**config.mk**
```make
export PLATFORM = sky130hd
export DESIGN_NAME = uart_tx
export DESIGN_NICKNAME = d
export VERILOG_FILES = /design/src/rtl/uart_tx.sv
export SDC_FILE = /design/constraint.sdc
export NUM_CORES = 1
export LEC_CHECK = 0
export BUFFER_PORTS_ARGS = -buffer_cell sky130_fd_sc_hd__buf_2
export CELL_PAD_IN_SITES_DETAIL_PLACEMENT = 0
export CELL_PAD_IN_SITES_GLOBAL_PLACEMENT = 1
export CORE_UTILIZATION = 39
export DETAILED_ROUTE_END_ITERATION = 8
export HOLD_SLACK_MARGIN = 0.03
export PLACE_DENSITY = 0.79
export SLEW_MARGIN = 20
export SYNTH_ARGS = -nofsm -noshare
export SYNTH_HDL_FRONTEND = slang
export SYNTH_SLANG_ARGS = --single-unit
```
**constraint.sdc**
```tcl
create_clock -name clk -period 1.7 [get_ports clk]
set_input_delay 0.17 -clock clk [delete_from_list [all_inputs] [get_ports clk]]
set_output_delay 0.17 -clock clk [all_outputs]
set_load 0.01 [all_outputs]
```
**src/rtl/uart_tx.sv**
```systemverilog
// uart_tx: UART transmitter, 8 data bits LSB first, odd parity, 2 stop bits,
// line idle high. One byte per accepted start_tx strobe.
//
// Ports:
//   clk       fabric clock
//   rst_n     synchronous active-low reset
//   start_tx  request strobe, only sampled while busy=0
//   din       byte to send, latched on the accepting edge
//   dout      registered serial line (idle 1)
//   busy      high while a frame is in flight
//   done      one-cycle pulse in the first idle cycle after a frame
module uart_tx #(
  parameter int unsigned CLKS_PER_BIT = 8
) (
  input  logic       clk,
  input  logic       rst_n,
  input  logic       start_tx,
  input  logic [7:0] din,
  output logic       dout,
  output logic       busy,
  output logic       done
);

  typedef enum logic [2:0] {IDLE, START, DATA, PARITY, STOP} state_t;

  state_t     state, state_d;
  logic [7:0] shift_reg, shift_d;
  logic [7:0] timer, timer_d;
  logic [3:0] bit_cnt, bit_cnt_d;
  logic       parity, parity_d;
  logic       dout_d, done_d;
  logic       bit_end;

  assign bit_end = (timer == 8'(CLKS_PER_BIT - 1));

  always_ff @(posedge clk) begin
    if (!rst_n) begin
      state     <= IDLE;
      shift_reg <= '0;
      timer     <= '0;
      bit_cnt   <= '0;
      parity    <= 1'b0;
      dout      <= 1'b1;
      busy      <= 1'b0;
      done      <= 1'b0;
    end else begin
      state     <= state_d;
      shift_reg <= shift_d;
      timer     <= timer_d;
      bit_cnt   <= bit_cnt_d;
      parity    <= parity_d;
      dout      <= dout_d;
      busy      <= (state_d != IDLE);
      done      <= done_d;
    end
  end

  always_comb begin
    state_d   = state;
    shift_d   = shift_reg;
    timer_d   = timer + 8'd1;
    bit_cnt_d = bit_cnt;
    parity_d  = parity;
    done_d    = 1'b0;
    dout_d    = 1'b1;

    case (state)
      IDLE: begin
        timer_d = '0;
        if (start_tx) begin
          shift_d   = din;
          parity_d  = ~^din;
          bit_cnt_d = '0;
          state_d   = START;
        end
      end
      START: begin
        if (bit_end) begin
          timer_d = '0;
          state_d = DATA;
        end
      end
      DATA: begin
        if (bit_end) begin
          timer_d   = '0;
          shift_d   = {1'b0, shift_reg[7:1]};
          bit_cnt_d = bit_cnt + 4'd1;
          if (bit_cnt == 4'd7) state_d = PARITY;
        end
      end
      PARITY: begin
        if (bit_end) begin
          timer_d   = '0;
          bit_cnt_d = '0;   // reused to count the two stop bits
          state_d   = STOP;
        end
      end
      STOP: begin
        if (bit_end) begin
          timer_d   = '0;
          bit_cnt_d = bit_cnt + 4'd1;
          if (bit_cnt == 4'd1) begin
            bit_cnt_d = '0;
            state_d   = IDLE;
            done_d    = 1'b1;
          end
        end
      end
      default: state_d = IDLE;
    endcase

    // Line level is decoded from the next state so dout stays a plain flop
    // aligned with the state register.
    case (state_d)
      START:   dout_d = 1'b0;
      DATA:    dout_d = shift_d[0];
      PARITY:  dout_d = parity_d;
      default: dout_d = 1'b1;
    endcase
  end

endmodule

```
==> Word level (Yosys, flattened, before mapping) <==
Index checks and enable logic that the tools add are counted.
{ "word_totals": {"regBits": 27, "inputBits": 11, "output_inout_bits": 3, "wordCells": 57} }
{ "classes": {"n_addsub": 2, "eq_ne": 14, "mux": 23, "n_reduce_logical": 9} }
{ "ops": {"columns": ["op", "n"], "rows": [
  ["one-hot mux 8 bit (2 select lines)", 2],
  ["two-way mux 8 bit", 3],
  ["two-way mux 3 bit", 7],
  ["two-way mux 4 bit", 5],
  ["one-hot mux 4 bit (4 select lines)", 1],
  ["one-hot mux 3 bit (5 select lines)", 1],
  ["== test 3 x 2 -> 1 bit, second input constant", 4],
  ["adder 8 x 1 -> 8 bit, second input constant", 1],
  ["== test 8 x 3 -> 1 bit, second input constant", 1],
  ["inequality test 2 bit, second input constant", 4],
  ["XNOR reduction 8 bit", 1],
  ["== test 3 x 1 -> 1 bit, second input constant", 2],
  ["AND reduction 3 bit", 2],
  ["AND reduction 5 bit", 1],
  ["adder 4 x 1 -> 4 bit, second input constant", 1],
  ["== test 4 x 1 -> 1 bit, second input constant", 1],
  ["== test 4 x 3 -> 1 bit, second input constant", 1],
  ["nonzero test 4 bit", 1],
  ["OR reduction 4 bit", 1],
  ["== test 3 bit, second input constant", 1],
  ["zero test 3 bit", 1],
  ["two-way mux 1 bit", 3],
  ["one-hot mux 1 bit (3 select lines)", 1],
  ["nonzero test 3 bit", 1],
  ["nonzero test 2 bit", 1]
]} }

==> Depth between registers and ports, before layout <==
Gate-level depths: netlist (run 1).
{ "depth": {"depth_word": 6, "mapped_depth": 7, "mapped_depth_nobuf": 7} }

==> Worst setup path after synthesis (run 1) <==
OpenSTA, ideal clock, no wires.
{ "synth_path": {"path_type": "register to register", "start": "reg timer[0]", "end": "reg dout", "setup_time_ns": 0.128, "arrival_time_ns": 1.672, "setup_slack_ns": -0.100, "stages_incl_launch_ff": 8, "path_buffers": 1, "synth_period_minus_slack_ns": 1.800, "cell_sequence": "dfxtp_1 > ha_1 > and4bb_4 > and4_1 > buf_2 > a221o_1 > nor4_1 > a211oi_1"} }
{ "synth_between": {"elab_chain_cells": 5, "elab_cells_between_ends": 12, "cone_classes": "eq/ne: 4; mux: 8"} }
{ "synth_rtl": {"columns": ["element", "line_no", "text"], "rows": [
  ["from (decl)", "28", "logic [7:0] timer, timer_d;"],
  ["from (signal assigned)", "49", "timer <= timer_d;"],
  ["== test 8 x 3 -> 1 bit (*)", "34", "assign bit_end = (timer == 8'(CLKS_PER_BIT - 1));"],
  ["two-way mux 3 bit, on equally long branches", null, null],
  ["one-hot mux 3 bit (5 select lines)", "67", "case (state)"],
  ["== test 3 x 2 -> 1 bit / == test 3 x 1 -> 1 bit (equally long branches)", "114", "case (state_d)"],
  ["one-hot mux 1 bit (3 select lines) (*)", "114", null],
  ["to (signal assigned)", "52", "dout <= dout_d;"],
  ["to (decl)", "19", "output logic dout,"]
]} }
Mark *: on every way between the ends. The rest lies on a longest branch, timed or not. The select of a mux whose other input is x is not followed.
A chain may end at the register's enable or synchronous reset.

==> Worst setup path after layout (run 1) <==
{ "layout_path": {"start": "reg timer[1]", "end": "reg dout"} }
Same word-level chain as after synthesis.

==> run metrics, run 1 <==
unrepaired setup endpoints after global routing=true; DR pass1 iterations=4; share of power burned in combinational logic=0.161; worst slew pin tran=0.539 ns; most common cell after layout, fill and taps aside=sky130_fd_sc_hd__buf_4; Worst setup EP type=flip-flop; Die ar.=3730 sq um; flops & latches, synth=27; # nets final=198; crit path setup slack, layout=-0.00602 ns; signed area change from the synthesized netlist to the final layout=29.7%; maximum level of the CTS H-tree=1; overall power=1.15 mW; run status=finished, violations left; number of flops mapped to enable cells by yosys=0; total CTS buffers=3; synthesized instance count=148; PwrDens=650 nW/um^2; mean routed wirelength per cell=12.7 um; highest clock frequency the design can meet=0.586 GHz; required arrival time at the worst endpoint=1.94 ns; clock skew=0.00735 ns; max-cap viol count=0; die width=61.1 um; ANT nets after route=0; count of synthesis-stage warnings from yosys=0; multi-input gate area in the final layout=856 sq um; number of top-level design ports=14; effective utilization at floorplan=0.408; Final Hold Fails=0; Final period util=1.00; top area cells in the synthesized netlist=sky130_fd_sc_hd__dfxtp_1 (40%), sky130_fd_sc_hd__xnor2_1 (5.1%), sky130_fd_sc_hd__a21oi_1 (4.0%); clock net sink count=27; TritonCTS clock tree=done; number of vias after detailed routing=1,163; height of the die=61.1 um; Switch Pwr=306 uW; number of diodes=0; Arrival @ worst endpoint=1.94 ns; number of global-route vias before repair=1,239; biggest fanout along the worst timing path=7; prevailing post-synth register cell=sky130_fd_sc_hd__dfxtp_1; Max IR drop VDD=0.450 mV; total wirelength of the detailed-routed design=2.90 mm; leakage=0.697 nW; maximum clock path buffer count=2; wire length of the first global-routing pass=5.21 mm; Mapped Nets=162; initial antenna violation count=0; sequential power share=0.584; cell row count=21; number of hold buffers added after cts=0; global-route usage over all layers=0.184; Rel. slew slack=0.640; count of buffers inserted at the top-level ports=13; ratio of routed vias to standard cells=5.08; number of fillers in the final layout=316; master cell of the clock root buffer=sky130_fd_sc_hd__clkbuf_4; worst hold path class=in -> reg; net switching share of the total power=0.267; drc violations=0; P_int=842 uW; fraction of power consumed by the clock network=0.255; post-synthesis cell type with the largest combined area=sky130_fd_sc_hd__dfxtp_1; total overflow reported by the global router=0; iteration-0 DRC count of the detailed router=27; sequential cell area=549 sq um; dpl hpwl=2.15 mm; Syn Std Cell Area=1360 sq um; smallest hold slack=0.0925 ns; clock input transition at the sequential cells of the worst setup and hold paths=0.16 ns; layout cells sized above 1=0.388; type of the worst setup path=reg -> reg; Synth Area per Inst=9.20 sq um; pin count of the biggest net entering global routing=17; leading cell types in the layout, fill and taps excluded=sky130_fd_sc_hd__buf_4 (23), sky130_fd_sc_hd__dfxtp_1 (22), sky130_fd_sc_hd__nor2_1 (13), sky130_fd_sc_hd__buf_2 (13), sky130_fd_sc_hd__nand2_1 (11); share of synthesized flip-flops with an asynchronous set or reset=0; sequential cell area fraction in the yosys report=0.397; Netlist cell types=44; Max Transition Viols Final=0; violated checks=negative setup slack; fraction of synthesized cell area taken by the top area cell type=0.397; critical path launch point type=flip-flop; Core Area=3340 sq um; Clk Latency, worst-skew pair=0.33 ns; weighted congestion reported at the end of routability-driven placement=0.793; setup violation total in the final timing report=1; clock period minus worst slack=1.71 ns
power by group through the flow:
stage / sequential, mW / combinational [mW] / clock [mW]
6_report: 0.671 / 0.185 / 0.292
5_1_grt: 0.675 / 0.207 / 0.339
4_1_cts: 0.671 / 0.186 / 0.307
3_5_place_dp: 0.687 / 0.168 / 0
3_3_place_gp: 0.685 / 0.162 / 0
2_1_floorplan: 0.688 / 0.109 / 0
routing by layer:
layer / share of wire / global-route usage / wire, um / up-vias
li1: - / - / - / 599
met1: 0.46 / 0.228 / 1320 / 546
met2: 0.51 / 0.339 / 1490 / 14
met3: 0.020 / 0.0252 / 59 / 4
met4: 0.0093 / 0.0390 / 27 / 0
met5: 0 / 0 / 0 / -
worst paths after layout:
kind	start	endpoint	slack, ns	cells after the start
setup / recovery	timer[1]$_SDFF_PN0_	dout$_SDFF_PN1_	-0.006	6
hold / removal	din[7]	shift_reg[7]$_SDFFE_PN0P_	0.09	3
setup reg to reg	timer[1]$_SDFF_PN0_	dout$_SDFF_PN1_	-0.006	6
hold reg to reg	shift_reg[4]$_SDFFE_PN0P_	shift_reg[4]$_SDFFE_PN0P_	0.48	2
final cells by class:
type                            instances  area share
Clock buffer                            3      0.0128
Clock inverter                          1     0.00425
Timing Repair Buffer                   37       0.146
Sequential cell                        27       0.311
Inverter                                4     0.00850
Multi-Input combinational cell        111       0.485
Tap cell                               46      0.0326
synthesized netlist by cell type, types with 2 or more instances:
cell,number
sky130_fd_sc_hd__dfxtp_1,27
sky130_fd_sc_hd__nor2_1,13
sky130_fd_sc_hd__nand2_1,12
sky130_fd_sc_hd__a21oi_1,11
sky130_fd_sc_hd__xnor2_1,8
sky130_fd_sc_hd__a22oi_1,7
sky130_fd_sc_hd__nand3_1,7
sky130_fd_sc_hd__xor2_1,5
sky130_fd_sc_hd__and2_1,4
sky130_fd_sc_hd__inv_1,4
sky130_fd_sc_hd__nor3_1,4
sky130_fd_sc_hd__buf_6,3
sky130_fd_sc_hd__ha_1,3
sky130_fd_sc_hd__mux2i_1,3
sky130_fd_sc_hd__o21ai_0,3
sky130_fd_sc_hd__and3_1,2
sky130_fd_sc_hd__and3_2,2
sky130_fd_sc_hd__buf_2,2
sky130_fd_sc_hd__nand3b_1,2
sky130_fd_sc_hd__nor2b_1,2
worst max-delay path, cell delays in order (launching register included):
cell and delay (ns):
sky130_fd_sc_hd__dfxtp_2 0.39, sky130_fd_sc_hd__ha_4 0.14, sky130_fd_sc_hd__and4bb_4 0.32, sky130_fd_sc_hd__nand3_1 0.16, sky130_fd_sc_hd__mux2i_4 0.25, sky130_fd_sc_hd__nor4_2 0.30
sky130_fd_sc_hd__a211oi_2 0.05
timing repair:
action	CTS	global route
setup endpoints to repair	6	12
resized for setup	17	6
pin swaps	4	6
buffers inserted	4	1
metrics by stage:
stage | area [sq um] | setup TNS, ns | util | cells | setup WS, ns
after CTS | 1740 | -0.0177 | 0.522 | 228 | -0.0167
after global routing | 1770 | -0.352 | 0.529 | 229 | -0.107
after global placement | 1620 | -0.0374 | 0.485 | 220 | -0.0295
after floorplan | 1390 | -0.0000956 | - | 148 | -0.0000956
final | 1770 | -0.00602 | 0.529 | 229 | -0.00602
after detailed placement | 1620 | -0.372 | 0.485 | 220 | -0.0958
cell families after synthesis:
group,Yosys count,share of synthesized area
buf+inv,10,0.0459
mux,3,0.0221
flops,27,0.397
simple gates,62,0.267
xor+xnor,13,0.0836
compound gates,29,0.149
fa+ha+maj,4,0.0349
Power figures use the tool's default switching activity.
==> inputs of run 2 (changes only) <==
- BUFFER_PORTS_ARGS: -buffer_cell sky130_fd_sc_hd__buf_2 -> unset
- CORE_UTILIZATION: 39 -> 42
- DONT_BUFFER_PORTS: unset -> 1
==> run metrics, run 2 (same netlist as run 1, synthesis figures left out) <==
ANT nets after route=0; maximum level of the CTS H-tree=1; effective utilization at floorplan=0.446; grt met2 use=0.310; dpl hpwl=2.05 mm; count of buffers inserted at the top-level ports=0; master cell of the clock root buffer=sky130_fd_sc_hd__clkbuf_4; setup violation total in the final timing report=3; total wirelength of the detailed-routed design=3.13 mm; worst slew pin tran=0.552 ns; max-cap viol count=0; number of diodes=0; mean routed wirelength per cell=14.3 um; iteration-0 DRC count of the detailed router=31; overall power=1.15 mW; worst slack after detailed placement=-0.0934 ns; biggest fanout along the worst timing path=10; sequential cell area=546 sq um; crit path setup slack, layout=-0.0518 ns; global-route usage over all layers=0.195; total CTS buffers=3; leakage=0.665 nW; clock input transition at the sequential cells of the worst setup and hold paths=0.16 ns; number of vias after detailed routing=1,187; drc violations=0; logic depth of the worst register-to-register path=6; Global Route met1 Usage=0.253; Arrival @ worst endpoint=1.99 ns; Rel. slew slack=0.631; number of hold buffers added after cts=5; met3 demand-to-capacity share in global routing=0.0549; multi-input gate area in the final layout=856 sq um; pin count of the biggest net entering global routing=17; Clk Latency, worst-skew pair=0.34 ns; # nets final=190; height of the die=58.9 um; Core Area=3050 sq um; die width=58.9 um; clock skew=0.00984 ns; Max Transition Viols Final=0; number of top-level design ports=14; Die ar.=3470 sq um; GRT busiest layer=met2; Max IR drop VDD=0.412 mV; type of the worst setup path=reg -> reg; number of fillers in the final layout=280; Final Hold Fails=6; highest clock frequency the design can meet=0.571 GHz; TritonCTS clock tree=done; PwrDens=655 nW/um^2; Final period util=1.03; layout cells sized above 1=0.314; run status=finished, violations left; Min-Delay Endpoint=done$_SDFF_PN0_; critical path launch point type=flip-flop; total overflow reported by the global router=0; smallest hold slack=-0.0738 ns; reg2reg start=state[2]$_SDFF_PN0_; DR pass1 iterations=4; weighted congestion reported at the end of routability-driven placement=0.788; endpoint of the worst register-to-register path=dout$_SDFF_PN1_; maximum clock path buffer count=2; worst hold path class=in -> reg; cell row count=20; reg2reg setup slack=-0.05 ns; initial antenna violation count=0; wire length of the first global-routing pass=5.06 mm; hold path start=rst_n; clock period minus worst slack=1.75 ns; Worst setup EP type=flip-flop; cell count of the worst hold path=2; violated checks=negative hold slack, negative setup slack; number of global-route vias before repair=1,131; final core occ=0.573; ratio of routed vias to standard cells=5.42; most common cell after layout, fill and taps aside=sky130_fd_sc_hd__dfxtp_1; signed area change from the synthesized netlist to the final layout=28.4%; unrepaired setup endpoints after global routing=true; leading cell types in the layout, fill and taps excluded=sky130_fd_sc_hd__dfxtp_1 (23), sky130_fd_sc_hd__buf_4 (22), sky130_fd_sc_hd__nor2_1 (13); clock net sink count=27; required arrival time at the worst endpoint=1.94 ns
[run 2: through the flow]
stage	cell area [sq um]	TNS [ns]	instances
floorplan	1390	-0.0000956	148
global placement	1560	-0.0192	206
detailed placement	1560	-0.175	206
CTS	1710	-0.0203	218
global route	1750	-0.581	219
finish	1750	-0.0843	219
[run 2: cell type report]
class	count	share of cell area
inverters	4	0.00859
clock buffers	3	0.0129
well taps	44	0.0315
repair buffers	29	0.141
multi-input cells	111	0.490
flip-flops and latches	27	0.312
clock inverters	1	0.00429
[run 2: worst max path at each step]
| stage | depth (start not counted) | endpoint | from |
|---|---|---|---|
| 6_report | 6 | dout$_SDFF_PN1_ | state[2]$_SDFF_PN0_ |
| 5_1_grt | 7 | bit_cnt[0]$_SDFFE_PN0P_ | timer[1]$_SDFF_PN0_ |
| 4_1_cts | 6 | dout$_SDFF_PN1_ | timer[1]$_SDFF_PN0_ |
| 3_5_place_dp | 6 | dout$_SDFF_PN1_ | bit_cnt[0]$_SDFFE_PN0P_ |
| 3_3_place_gp | 6 | dout$_SDFF_PN1_ | bit_cnt[0]$_SDFFE_PN0P_ |
| 2_1_floorplan | 7 | dout$_SDFF_PN1_ | timer[0]$_SDFF_PN0_ |
[run 2: critical path, cell delays in order (launching register included)]
cell and delay, ns:
sky130_fd_sc_hd__dfxtp_1 0.55, sky130_fd_sc_hd__nor4b_4 0.11, sky130_fd_sc_hd__buf_4 0.19, sky130_fd_sc_hd__and2_1 0.15
sky130_fd_sc_hd__a221o_1 0.28, sky130_fd_sc_hd__nor4_2 0.31, sky130_fd_sc_hd__a211oi_2 0.06
[run 2: what timing repair did]
| item | 4_1_cts | 5_1_grt |
|---|---|---|
| pin swaps | 8 | 3 |
| setup buffers | 3 | 1 |
| resized for setup | 14 | 6 |
| endpoints found under the setup margin | 6 | 14 |
| hold endpoints to repair | 10 | 11 |
[run 2: report_power, final]
| group | internal (mW) | switching (mW) | total, mW |
|---|---|---|---|
| Sequential | 0.660 | 0.0181 | 0.678 |
| Combinational | 0.0878 | 0.0799 | 0.168 |
| Clock | 0.0902 | 0.209 | 0.300 |
[run 2: per-layer routing]
| metal | routed length (um) | up-vias |
|---|---|---|
| li1 | - | 576 |
| met1 | 1440 | 577 |
| met2 | 1530 | 28 |
| met3 | 121 | 6 |
| met4 | 38 | 0 |
| met5 | 0 | - |
